**src/rtl/axil_pkg.sv**
```systemverilog
// Shared AXI4-lite definitions: response codes and the byte-strobe merge
// used by register-bank slaves (data words up to 64 bits).
package axil_pkg;

    typedef enum logic [1:0] {
        AXIL_RESP_OKAY   = 2'b00,
        AXIL_RESP_SLVERR = 2'b10,
        AXIL_RESP_DECERR = 2'b11
    } axil_resp_e;

    function automatic logic [63:0] axil_strb_merge(
        input logic [63:0] old_word,
        input logic [63:0] new_word,
        input logic [7:0]  strb
    );
        logic [63:0] merged;
        merged = old_word;
        for (int unsigned b = 0; b < 8; b++) begin
            if (strb[b]) merged[b*8 +: 8] = new_word[b*8 +: 8];
        end
        return merged;
    endfunction

endpackage

```
**src/rtl/axil_aw_w_join.sv**
```systemverilog
// AW/W join for the AXI4-lite register slave: captures the address and data
// channels independently and issues do_write once both halves are present.
module axil_aw_w_join
    import axil_pkg::*;
#(
    parameter int unsigned DATA_WIDTH = 32,
    parameter int unsigned ADDR_WIDTH = 16,
    parameter int unsigned STRB_WIDTH = DATA_WIDTH / 8
) (
    input  logic                  clk,
    input  logic                  rst,
    input  logic                  init_done,
    input  logic                  bvalid,
    input  logic [ADDR_WIDTH-1:0] awaddr,
    input  logic                  awvalid,
    output logic                  awready,
    input  logic [DATA_WIDTH-1:0] wdata,
    input  logic [STRB_WIDTH-1:0] wstrb,
    input  logic                  wvalid,
    output logic                  wready,
    output logic                  do_write,
    output logic [ADDR_WIDTH-1:0] wr_addr,
    output logic [DATA_WIDTH-1:0] wr_data,
    output logic [STRB_WIDTH-1:0] wr_strb
);

    logic                  aw_held;
    logic                  w_held;
    logic [ADDR_WIDTH-1:0] aw_addr_q;
    logic [DATA_WIDTH-1:0] w_data_q;
    logic [STRB_WIDTH-1:0] w_strb_q;
    logic                  aw_hs;
    logic                  w_hs;

    assign awready  = init_done && !aw_held && !bvalid;
    assign wready   = init_done && !w_held && !bvalid;
    assign aw_hs    = awvalid && awready;
    assign w_hs     = wvalid && wready;
    assign do_write = (aw_held || aw_hs) && (w_held || w_hs) && !bvalid;

    // A half arriving in the completing cycle bypasses its holding register.
    assign wr_addr  = aw_held ? aw_addr_q : awaddr;
    assign wr_data  = w_held  ? w_data_q  : wdata;
    assign wr_strb  = w_held  ? w_strb_q  : wstrb;

    always_ff @(posedge clk) begin
        if (!rst) begin
            aw_held   <= 1'b0;
            w_held    <= 1'b0;
            aw_addr_q <= '0;
            w_data_q  <= '0;
            w_strb_q  <= '0;
        end else if (do_write) begin
            aw_held <= 1'b0;
            w_held  <= 1'b0;
        end else begin
            if (aw_hs) begin
                aw_held   <= 1'b1;
                aw_addr_q <= awaddr;
            end
            if (w_hs) begin
                w_held   <= 1'b1;
                w_data_q <= wdata;
                w_strb_q <= wstrb;
            end
        end
    end

endmodule

```
**src/rtl/axil_reg_slave.sv**
```systemverilog
// AXI4-lite register bank with byte-strobe writes and per-register write pulses.
// Define AXIL_REG_SLAVE_DECERR_EN to answer out-of-range accesses with DECERR.
module axil_reg_slave
    import axil_pkg::*;
#(
    parameter int unsigned           DATA_WIDTH  = 32,
    parameter int unsigned           ADDR_WIDTH  = 16,
    parameter int unsigned           STRB_WIDTH  = DATA_WIDTH / 8,
    parameter int unsigned           NUM_REGS    = 16,
    parameter logic [DATA_WIDTH-1:0] RESET_VALUE = '0
) (
    input  logic                           clk,
    input  logic                           rst,
    input  logic [ADDR_WIDTH-1:0]          s_axil_awaddr,
    input  logic [2:0]                     s_axil_awprot,
    input  logic                           s_axil_awvalid,
    output logic                           s_axil_awready,
    input  logic [DATA_WIDTH-1:0]          s_axil_wdata,
    input  logic [STRB_WIDTH-1:0]          s_axil_wstrb,
    input  logic                           s_axil_wvalid,
    output logic                           s_axil_wready,
    output logic [1:0]                     s_axil_bresp,
    output logic                           s_axil_bvalid,
    input  logic                           s_axil_bready,
    input  logic [ADDR_WIDTH-1:0]          s_axil_araddr,
    input  logic [2:0]                     s_axil_arprot,
    input  logic                           s_axil_arvalid,
    output logic                           s_axil_arready,
    output logic [DATA_WIDTH-1:0]          s_axil_rdata,
    output logic [1:0]                     s_axil_rresp,
    output logic                           s_axil_rvalid,
    input  logic                           s_axil_rready,
    output logic [NUM_REGS*DATA_WIDTH-1:0] reg_q,
    output logic [NUM_REGS-1:0]            reg_wr
);

    localparam int unsigned ADDR_LSB = $clog2(STRB_WIDTH);

`ifdef AXIL_REG_SLAVE_DECERR_EN
    localparam axil_resp_e MISS_RESP = AXIL_RESP_DECERR;
`else
    localparam axil_resp_e MISS_RESP = AXIL_RESP_OKAY;
`endif

    logic                  init_done;
    logic                  do_write;
    logic [ADDR_WIDTH-1:0] wr_addr;
    logic [DATA_WIDTH-1:0] wr_data;
    logic [STRB_WIDTH-1:0] wr_strb;
    logic [ADDR_WIDTH-1:0] wr_idx;
    logic [ADDR_WIDTH-1:0] rd_idx;
    logic                  wr_hit;
    logic                  rd_hit;
    logic                  ar_hs;
    logic [DATA_WIDTH-1:0] rd_word;
    logic [DATA_WIDTH-1:0] regs [NUM_REGS];
    logic                  unused;

    assign unused = ^{s_axil_awprot, s_axil_arprot};

    axil_aw_w_join #(
        .DATA_WIDTH (DATA_WIDTH),
        .ADDR_WIDTH (ADDR_WIDTH),
        .STRB_WIDTH (STRB_WIDTH)
    ) u_join (
        .clk       (clk),
        .rst       (rst),
        .init_done (init_done),
        .bvalid    (s_axil_bvalid),
        .awaddr    (s_axil_awaddr),
        .awvalid   (s_axil_awvalid),
        .awready   (s_axil_awready),
        .wdata     (s_axil_wdata),
        .wstrb     (s_axil_wstrb),
        .wvalid    (s_axil_wvalid),
        .wready    (s_axil_wready),
        .do_write  (do_write),
        .wr_addr   (wr_addr),
        .wr_data   (wr_data),
        .wr_strb   (wr_strb)
    );

    assign wr_idx         = wr_addr >> ADDR_LSB;
    assign rd_idx         = s_axil_araddr >> ADDR_LSB;
    assign wr_hit         = {1'b0, wr_idx} < (ADDR_WIDTH + 1)'(NUM_REGS);
    assign rd_hit         = {1'b0, rd_idx} < (ADDR_WIDTH + 1)'(NUM_REGS);
    assign s_axil_arready = init_done && !s_axil_rvalid;
    assign ar_hs          = s_axil_arvalid && s_axil_arready;

    // Out-of-range index matches no register, so the mux falls through to zero.
    always_comb begin
        rd_word = '0;
        for (int unsigned i = 0; i < NUM_REGS; i++) begin
            if (rd_idx == ADDR_WIDTH'(i)) rd_word = regs[i];
        end
    end

    for (genvar g = 0; g < NUM_REGS; g++) begin : g_flat
        assign reg_q[g*DATA_WIDTH +: DATA_WIDTH] = regs[g];
    end

    always_ff @(posedge clk) begin
        if (!rst) begin
            init_done     <= 1'b0;
            s_axil_bvalid <= 1'b0;
            s_axil_bresp  <= '0;
            s_axil_rvalid <= 1'b0;
            s_axil_rresp  <= '0;
            s_axil_rdata  <= '0;
            reg_wr        <= '0;
            for (int unsigned i = 0; i < NUM_REGS; i++) regs[i] <= RESET_VALUE;
        end else begin
            init_done <= 1'b1;
            reg_wr    <= '0;

            if (do_write) begin
                s_axil_bvalid <= 1'b1;
                s_axil_bresp  <= wr_hit ? AXIL_RESP_OKAY : MISS_RESP;
                for (int unsigned i = 0; i < NUM_REGS; i++) begin
                    if (wr_idx == ADDR_WIDTH'(i)) begin
                        regs[i]   <= DATA_WIDTH'(axil_strb_merge(64'(regs[i]), 64'(wr_data), 8'(wr_strb)));
                        reg_wr[i] <= 1'b1;
                    end
                end
            end else if (s_axil_bready) begin
                s_axil_bvalid <= 1'b0;
            end

            // Reads sample regs before this edge's write lands: read-old-value.
            if (ar_hs) begin
                s_axil_rvalid <= 1'b1;
                s_axil_rdata  <= rd_word;
                s_axil_rresp  <= rd_hit ? AXIL_RESP_OKAY : MISS_RESP;
            end else if (s_axil_rready) begin
                s_axil_rvalid <= 1'b0;
            end
        end
    end

endmodule

```
**config.mk**
```make
export PLATFORM = sky130hd
export DESIGN_NAME = axil_reg_slave
export DESIGN_NICKNAME = d
export VERILOG_FILES = /design/src/rtl/axil_pkg.sv /design/src/rtl/axil_aw_w_join.sv /design/src/rtl/axil_reg_slave.sv
export SDC_FILE = /design/constraint.sdc
export NUM_CORES = 1
export LEC_CHECK = 0
export ABC_AREA = 1
export ABC_CLOCK_PERIOD_IN_PS = 3500
export BUFFER_PORTS_ARGS = -buffer_cell sky130_fd_sc_hd__buf_2
export CORE_AREA = 2 2 255 257
export DETAILED_ROUTE_END_ITERATION = 8
export DIE_AREA = 0 0 257 259
export GPL_TIMING_DRIVEN = 0
export SKIP_LAST_GASP = 1
export SLEW_MARGIN = 20
export SYNTH_ARGS = -nofsm -noshare
export SYNTH_HDL_FRONTEND = slang
export SYNTH_SLANG_ARGS = --single-unit
export TNS_END_PERCENT = 30
```
**constraint.sdc**
```tcl
create_clock -name clk -period 3.5 [get_ports clk]
set_input_delay 0.175 -clock clk [delete_from_list [all_inputs] [get_ports clk]]
set_output_delay 0.175 -clock clk [all_outputs]
set_load 0.01 [all_outputs]
```
=== Word-level counts from Yosys, hierarchy flattened ===
Memories as Yosys holds them, arrays and structs flattened.
Cells that the tools add are included.

* Memory bits (read-only): 0
* Bits of input ports: 81
* Bits in latches: 0
* Output and inout bits: 569
* Bits in registers: 105
* Memories: 1
* Bits in writable memories: 512
* Word-level logic and storage cells: 444

* $lt $le $gt $ge: 0
* Bitwise gates (word level): 18
* $mul: 0
* Eq/ne operators: 30
* Divide/modulo/power cells: 0
* Mux-type cells: 361
* Shift-type cells: 0
* Reduce and logical (&&, ||, !) cells: 24
* Add/sub/neg operators: 0

{| class="wikitable"
|+ Memory list
! memory !! depth !! width !! rd ports !! clocked after memory_dff !! write ports !! line !! source
|-
| regs || 16 || 32 || 16 || 0 || 16 || axil_reg_slave.sv:56 || <nowiki>logic [DATA_WIDTH-1:0] regs [NUM_REGS];</nowiki>
|}

{| class="wikitable"
|+ Operators by type and width
! cell !! number
|-
| $mux W8 || 256
|-
| $mux W32 || 33
|-
| $eq A14 B4 Y1 const B || 16
|-
| $eq A14 B3 Y1 const B || 8
|-
| $mux W1 || 70
|-
| $eq A14 B2 Y1 const B || 4
|-
| $logic_not A16 Y1 || 2
|-
| $eq A14 B1 Y1 const B || 2
|-
| $mux W16 || 1
|-
| $or A1 B1 Y1 || 16
|-
| $logic_and A1 B1 Y1 || 10
|-
| $reduce_and A2 Y1 || 3
|-
| $logic_not A1 Y1 || 4
|-
| $mux W4 || 1
|-
| $reduce_bool A2 Y1 || 2
|-
| $logic_or A1 B1 Y1 || 2
|-
| $not A1 Y1 || 2
|-
| $reduce_or A2 Y1 || 1
|}

=== Longest topological paths before layout ===
Gate-level depths: netlist of the first run.

* Word-level depth: 17
* Depth in mapped cells: 19
* Gate-level depth less buffers: 19

=== Hierarchy ===
A second synthesis of the first run with hierarchy kept.

* Cell total of the unflattened synthesis: 2752
* Area, all modules: 26559.2 um^2

{| class="wikitable"
|+ By module, submodules not included
! module !! cells each !! times used !! area each (um^2) !! seq. area each (um^2)
|-
| axil_reg_slave || 2322 || 1 || 23822.8 || 16395.7
|-
| axil_aw_w_join || 430 || 1 || 2736.4 || 1081.0
|}

=== Worst setup path before layout of the first run ===
No wires, ideal clock.

* Path type: register to register
* Start point: reg s_axil_bvalid
* End point: mem regs[7][8], in the netlist regs[0][232] (enable)
* Required time: 3.130 ns
* Cell stages (with the launch flop): 12
* Clock period less this slack: 2.358 ns
* Path buffers: 0
* Library setup time: 0.370 ns
* Slack: 1.142 ns
* Arrival: 1.988 ns
* Path through: dfxtp_1 -> inv_2 -> nand2_1 -> nor2_1 -> nand2_1 -> a21oi_2 -> inv_2 -> nor2_8 -> nand3_4 -> nor2_4 -> nor2_1 -> nor2_1

{| class="wikitable"
|+ RTL lines
! what !! line !! source
|-
| from (decl) || axil_reg_slave.sv:23 || <nowiki>output logic s_axil_bvalid,</nowiki>
|-
| from (signal assigned) || axil_reg_slave.sv:105 || <nowiki>s_axil_bvalid <= 1'b0;</nowiki>
|-
| from (signal assigned) || axil_reg_slave.sv:117 || <nowiki>s_axil_bvalid <= 1'b1;</nowiki>
|-
| from (signal assigned) || axil_reg_slave.sv:126 || <nowiki>s_axil_bvalid <= 1'b0;</nowiki>
|-
| to (decl) || axil_reg_slave.sv:56 ||
|}

==> results of run 1 <==
-- per-layer routing --
| layer | share of wire (%) | wire length, um | vias up |
|---|---|---|---|
| met5 | 0.028 | 30 | - |
| met4 | 4.4 | 4710 | 6 |
| met3 | 9.7 | 10500 | 242 |
| met2 | 48 | 52100 | 1303 |
| met1 | 38 | 40500 | 11100 |
| li1 | - | - | 9996 |
-- per-stage QoR --
stage | worst slack, ps | cell area, um^2 | hold WS [ps] | instances
final | 148 | 32900 | 50.6 | 4201
after floorplan | 1140 | 25800 | 203 | 2524
after CTS | 209 | 32900 | 5.30 | 4194
after detailed placement | 230 | 30100 | 333 | 4014
after global placement | 260 | 30100 | 330 | 4014
after global routing | 22.1 | 32900 | 77.0 | 4197
-- registers in the layout, indices dropped and copies added (netlist names) --
register / cells
regs: 512
s_axil_rdata: 32
u_join.w_data_q: 32
reg_wr: 16
u_join.aw_addr_q: 14
u_join.w_strb_q: 4
init_done: 1
s_axil_bvalid: 1
s_axil_rvalid: 1
u_join.aw_held: 1
u_join.w_held: 1
-- critical path, stage by stage, from the launching register on --
cell,delay (ps)
dfxtp_1,400
buf_2,300
inv_1,260
a21oi_2,220
inv_2,120
nor2_8,150
nand3_4,120
nor2_2,340
nor2_1,260
nor2_1,780
-- layout by cell type, fill, tap and decap left out, drive strengths merged, types with 2 or more instances in the layout --
| cell | instances |
|---|---|
| nor2 | 765 |
| buf | 722 |
| clkinv | 19 |
| nor4 | 13 |
| inv | 145 |
| diode | 7 |
| mux2i | 33 |
| o41ai | 2 |
| a31oi | 4 |
| nand3 | 143 |
| or2 | 3 |
| nand4 | 129 |
| clkbuf | 182 |
| o21ai | 58 |
| conb | 4 |
| nor3 | 6 |
| bufinv | 5 |
| dlygate4sd3 | 55 |
| nand2 | 394 |
| a21oi | 38 |
| dfxtp | 103 |
| edfxtp | 512 |
-- what timing repair did --
item                                    in CTS  in global routing
hold buffers                                55                  0
hold endpoints to repair                    87                  0
endpoints found under the setup margin       0                  0
-- cells by family (layout without fill, tap and decap cells) --
logic type,Yosys count,count (layout)
compound gates,104,104
simple gates,1455,1455
mux,33,33
buf+inv,313,1128
other cells,1,11
flops,615,615
-- worst max-delay path by stage --
| stage | to | slack (ps) | cells past startpoint |
|---|---|---|---|
| 2_1_floorplan | regs[0][232] | 1140 | 11 |
| 3_3_place_gp | regs[0][9] | 260 | 8 |
| 3_5_place_dp | regs[0][8] | 230 | 8 |
| 4_1_cts | regs[0][22] | 210 | 8 |
| 5_1_grt | regs[1][41] | 20 | 9 |
| 6_report | regs[0][74] | 150 | 9 |
-- report_power, final --
| group | switching, mW | internal [mW] |
|---|---|---|
| registers | 0.280 | 8.38 |
| logic | 1.09 | 0.413 |
| clock network | 3.00 | 4.27 |
-- final cells by class --
class,count,share of cell area [%]
well taps,855,3.25
clock inverters,25,0.806
plain buffers,169,2.31
flip-flops and latches,615,53.0
multi-input cells,1596,21.6
inverters,144,1.64
clock buffers,100,5.97
diodes,7,0.0532
repair buffers,690,11.3
==> flow_summary.ini, run 1 <==
[setup_path]
crit_type = register to register
endpoint_kind = register
cp_max_fo = 10
r2r_start = u_join.w_held
critPathLaunch = u_join.w_held
arrival_ps = 3580
reg2reg_depth = 9
ff2ff_setup_slack_ps = 150
reg2reg_to = regs[0][74]
critPathRequiredTime_ps = 3730
worst_setup_path_start_kind = register

[finish]
drive_gt1_share_pct = 25.8
multi_input_area_mm2 = 0.00711
utilization_pct = 51.5
ff_latch_area_mm2 = 0.0174
fin_nets = 3366
area_growth_pct = 27.4
nFillCells = 5837

[die]
num_rows = 93
die_w_um = 257
die_area_mm2 = 0.0666
die_h_um = 259
initial_core_util_pct = 40.4
ios = 650
coreArea_mm2 = 0.0639

[clock_network]
cts_buffer_depth = 3
cts_sinks = 615
cts_post_setup_buffers_inserted = 0
htree_levels = 3
clk_latency_ps = 620
cts_buffers = 69
path_clk_slew_ps = 60
cts_resized = 0
tritoncts = done
root_buffer = clkbuf_16

[power_and_ir_drop]
power_density_mw_per_mm2 = 530
finalPower_mw = 17.4
vdd_drop_max_uv = 424
leakagePower_nw = 13.8

[sta]
fin_tns_setup_ps = 0
drv_slew = 0
tightest_slew_ps = 1140
rsz0062_at_grt = no
period_minus_slack_ps = 3350
hold_viol = 0
period_share_pct = 95.8
finClkSkew_ps = 20.1
fmax_mhz = 298
finalSetupViolations = 0
slew_headroom_pct = 23.6

[grt]
grt_max_degree = 14
grt-ovfl-total = 0
grt_pass1_wl_mm = 150
top_usage_layer = met2
met2_usage_pct = 52.8
grt_pass1_vias = 22100
antenna_found_initial = 7
use_met1_pct = 38.6
grt_util_all_layers_pct = 31.4
met3_usage_pct = 7.93

[synth]
seq_area_frac_synth_pct = 67.5
synth_top_family_by_area = simple AND/OR/NAND/NOR gates
synth_top_cell_area_share_pct = 59.5
syn_inst = 2521
synth_common_cells = 753 x nor2_1, 512 x edfxtp_1, 392 x nand2_1
synth_enable_flop_cells = 512
synth_seq_cells = 615
yosys.area.top_type = edfxtp_1
synth_area_mm2 = 0.0258
avgSynthCellArea_um2 = 10.2
synthFlopType = edfxtp_1
synthDistinctLibCells = 39
async_flop_share_pct = 0
synthXorXnorAreaFrac_pct = 0
yosys_warnings = 0
synth_most_common_cell = nor2_1
synth_adder_area_share_pct = 0
synthSimpleGateAreaFrac_pct = 24.0
synthTopCellsByArea = edfxtp_1 60%, nor2_1 11%, dfxtp_1 8.0%
synth_compound_area_share_pct = 2.13
synthMuxAreaShare_pct = 1.28

[outcome]
status = finished, final reports clean

[min_path]
holdPathEnd = s_axil_rdata[31]
min_path_cells = 4
hold_class = input pin to register
holdCritStartpoint = s_axil_arvalid

[routing]
dr.pass1.iters = 6
wl_mm = 108
vias = 22600
drt.antenna.violating_nets = 0
routedWlPerCell_um = 25.7
via_per_inst = 5.38
drc = 0
drt_iter0_drc = 2206

[run]
max-cap-violations = 0

[placed_design]
gp_congestion = 1.01
hpwlAfterDp_mm = 86.4
port_buffers = 635
Power figures use the tool's default switching activity.
==> run 2, diff against run 1 <==
==> constraint.sdc (replaced) <==
create_clock -name clk -period 3.5 [get_ports clk]
set_input_delay 0.35 -clock clk [delete_from_list [all_inputs] [get_ports clk]]
set_output_delay 0.35 -clock clk [all_outputs]
set_load 0.01 [all_outputs]
==> run 2 against run 1 <==
  * Clock power is essentially flat
  * Critical path type unchanged
  * Power shrank 0.11%
  * Combinational power is essentially flat
  * Global-route usage is essentially flat
  * Design area shrank 0.56%
  * Die area is the same
==> flow_summary.ini, run 2 (synthesis gave the netlist of run 1 again) <==
[finish]
area_growth_pct = 26.6
postLayoutCellArea_mm2 = 0.0327
final_cell_mix = 753 x nor2_1, 711 x buf_2, 512 x edfxtp_1
regMostFlops = regs
final_common_cell = nor2_1
ff_latch_area_mm2 = 0.0174
fin_nets = 3348
drive_gt1_share_pct = 25.9
reg_top3 = regs (512), s_axil_rdata (32), u_join.w_data_q (32)
nFillCells = 5858
largest_reg_flops = 512
multi_input_area_mm2 = 0.00711

[placed_design]
hpwlAfterDp_mm = 86.4
port_buffers = 635
post_dp_cell_area_mm2 = 0.0301
gp_congestion = 1.01

[power_and_ir_drop]
vdd_drop_max_uv = 425
power_density_mw_per_mm2 = 532
leakagePower_nw = 13.7
finalPower_mw = 17.4

[die]
initial_core_util_pct = 40.4
ios = 650
coreArea_mm2 = 0.0639
die_h_um = 259
die_area_mm2 = 0.0666
die_w_um = 257
num_rows = 93

[setup_path]
reg2reg_to = regs[1][216]
critical_path.cell_chain = buf_2, inv_1, a21oi_2, inv_2, nor2_1, a31oi_1, nor2_1
ff2ff_setup_slack_ps = 130
r2r_start = u_join.w_held
cpMostUsedCell = nor2_1
critPathMaxStageDelay_ps = 830
critPathRequiredTime_ps = 3730
worst_setup_path_start_kind = register
arrival_ps = 3600
endpoint_kind = register
cp_max_fo = 10
reg2reg_depth = 7
crit_type = register to register
cp_slowest_cell = nor2_1

[routing]
drt.antenna.violating_nets = 0
vias = 22600
via_per_inst = 5.40
drc = 0
routedWlPerCell_um = 25.7
wl_mm = 108
drt_iter0_drc = 2333
dr.pass1.iters = 7

[clock_network]
cts_resized = 0
cts_post_setup_buffers_inserted = 0
clk_latency_ps = 620
htree_levels = 3
cts_buffer_depth = 3
path_clk_slew_ps = 60
cts_buffers = 69
root_buffer = clkbuf_16
tritoncts = done
ctsHoldBuffers = 37
cts_sinks = 615

[sta]
finClkSkew_ps = 20.2
finalSetupViolations = 0
tightest_slew_ps = 1150
period_minus_slack_ps = 3370
hold_viol = 0
drv_slew = 0
period_share_pct = 96.3
fmax_mhz = 297
fin_tns_setup_ps = 0
rsz0062_at_grt = no
slew_headroom_pct = 22.9

[grt]
grt_util_all_layers_pct = 31.4
grt_pass1_vias = 22000
antenna_found_initial = 7
grt_max_degree = 14
grt_pass1_wl_mm = 150
grt-ovfl-total = 0

[min_path]
min_path_cells = 3
holdPathEnd = u_join.aw_addr_q[15]
holdCritStartpoint = s_axil_awaddr[15]
hold_class = input pin to register

[run]
max-cap-violations = 0

[outcome]
status = finished, final reports clean
run 2: power breakdown:
part | switching, mW | internal [mW] | leakage, nW
sequential | 0.280 | 8.38 | 5.91
clock | 3.00 | 4.27 | 1.09
combinational | 1.09 | 0.400 | 6.70
run 2: worst max path at each step:
| stage | from | to | slack, ps | cells past startpoint |
|---|---|---|---|---|
| global placement | rst | regs[1][228] | 220 | 6 |
| detailed placement | rst | regs[1][229] | 170 | 6 |
| global route | u_join.w_held | regs[1][41] | 20 | 9 |
| finish | u_join.w_held | regs[1][216] | 130 | 7 |
| floorplan | s_axil_bvalid | regs[0][232] | 1140 | 11 |
| CTS | u_join.aw_addr_q[6] | regs[0][22] | 210 | 8 |
run 2: cell type report:
cell class | instances | area share, %
Multi-Input combinational cell | 1596 | 21.7
Clock inverter | 25 | 0.811
Sequential cell | 615 | 53.3
Buffer | 169 | 2.32
Timing Repair Buffer | 672 | 10.8
Antenna cell | 5 | 0.0382
Inverter | 144 | 1.65
Tap cell | 855 | 3.27
Clock buffer | 100 | 6.01
run 2: per-stage QoR:
stage	utilization (%)	hold WS, ps	instances	worst slack [ps]
floorplan	-	378	2524	1140
global placement	47.1	455	4014	220
detailed placement	47.1	453	4014	166
CTS	51.2	2.20	4176	209
global route	51.2	29.1	4179	21.6
finish	51.2	18.1	4181	131
run 2: layer usage:
layer | up-vias | routed length (um) | track usage (%)
li1 | 9955 | - | -
met1 | 11100 | 40600 | 38.8
met2 | 1313 | 51700 | 52.5
met3 | 245 | 10200 | 7.61
met4 | 6 | 4930 | 13.5
met5 | - | 31 | 0
run 2: worst max-delay path: cells and delay by family (launching register included):
kind,cells,cell delay [ps]
and+or+nand+nor,2,1150
AOI/OAI and AO/OA,2,700
buffers and inverters,3,690
DFF,1,420
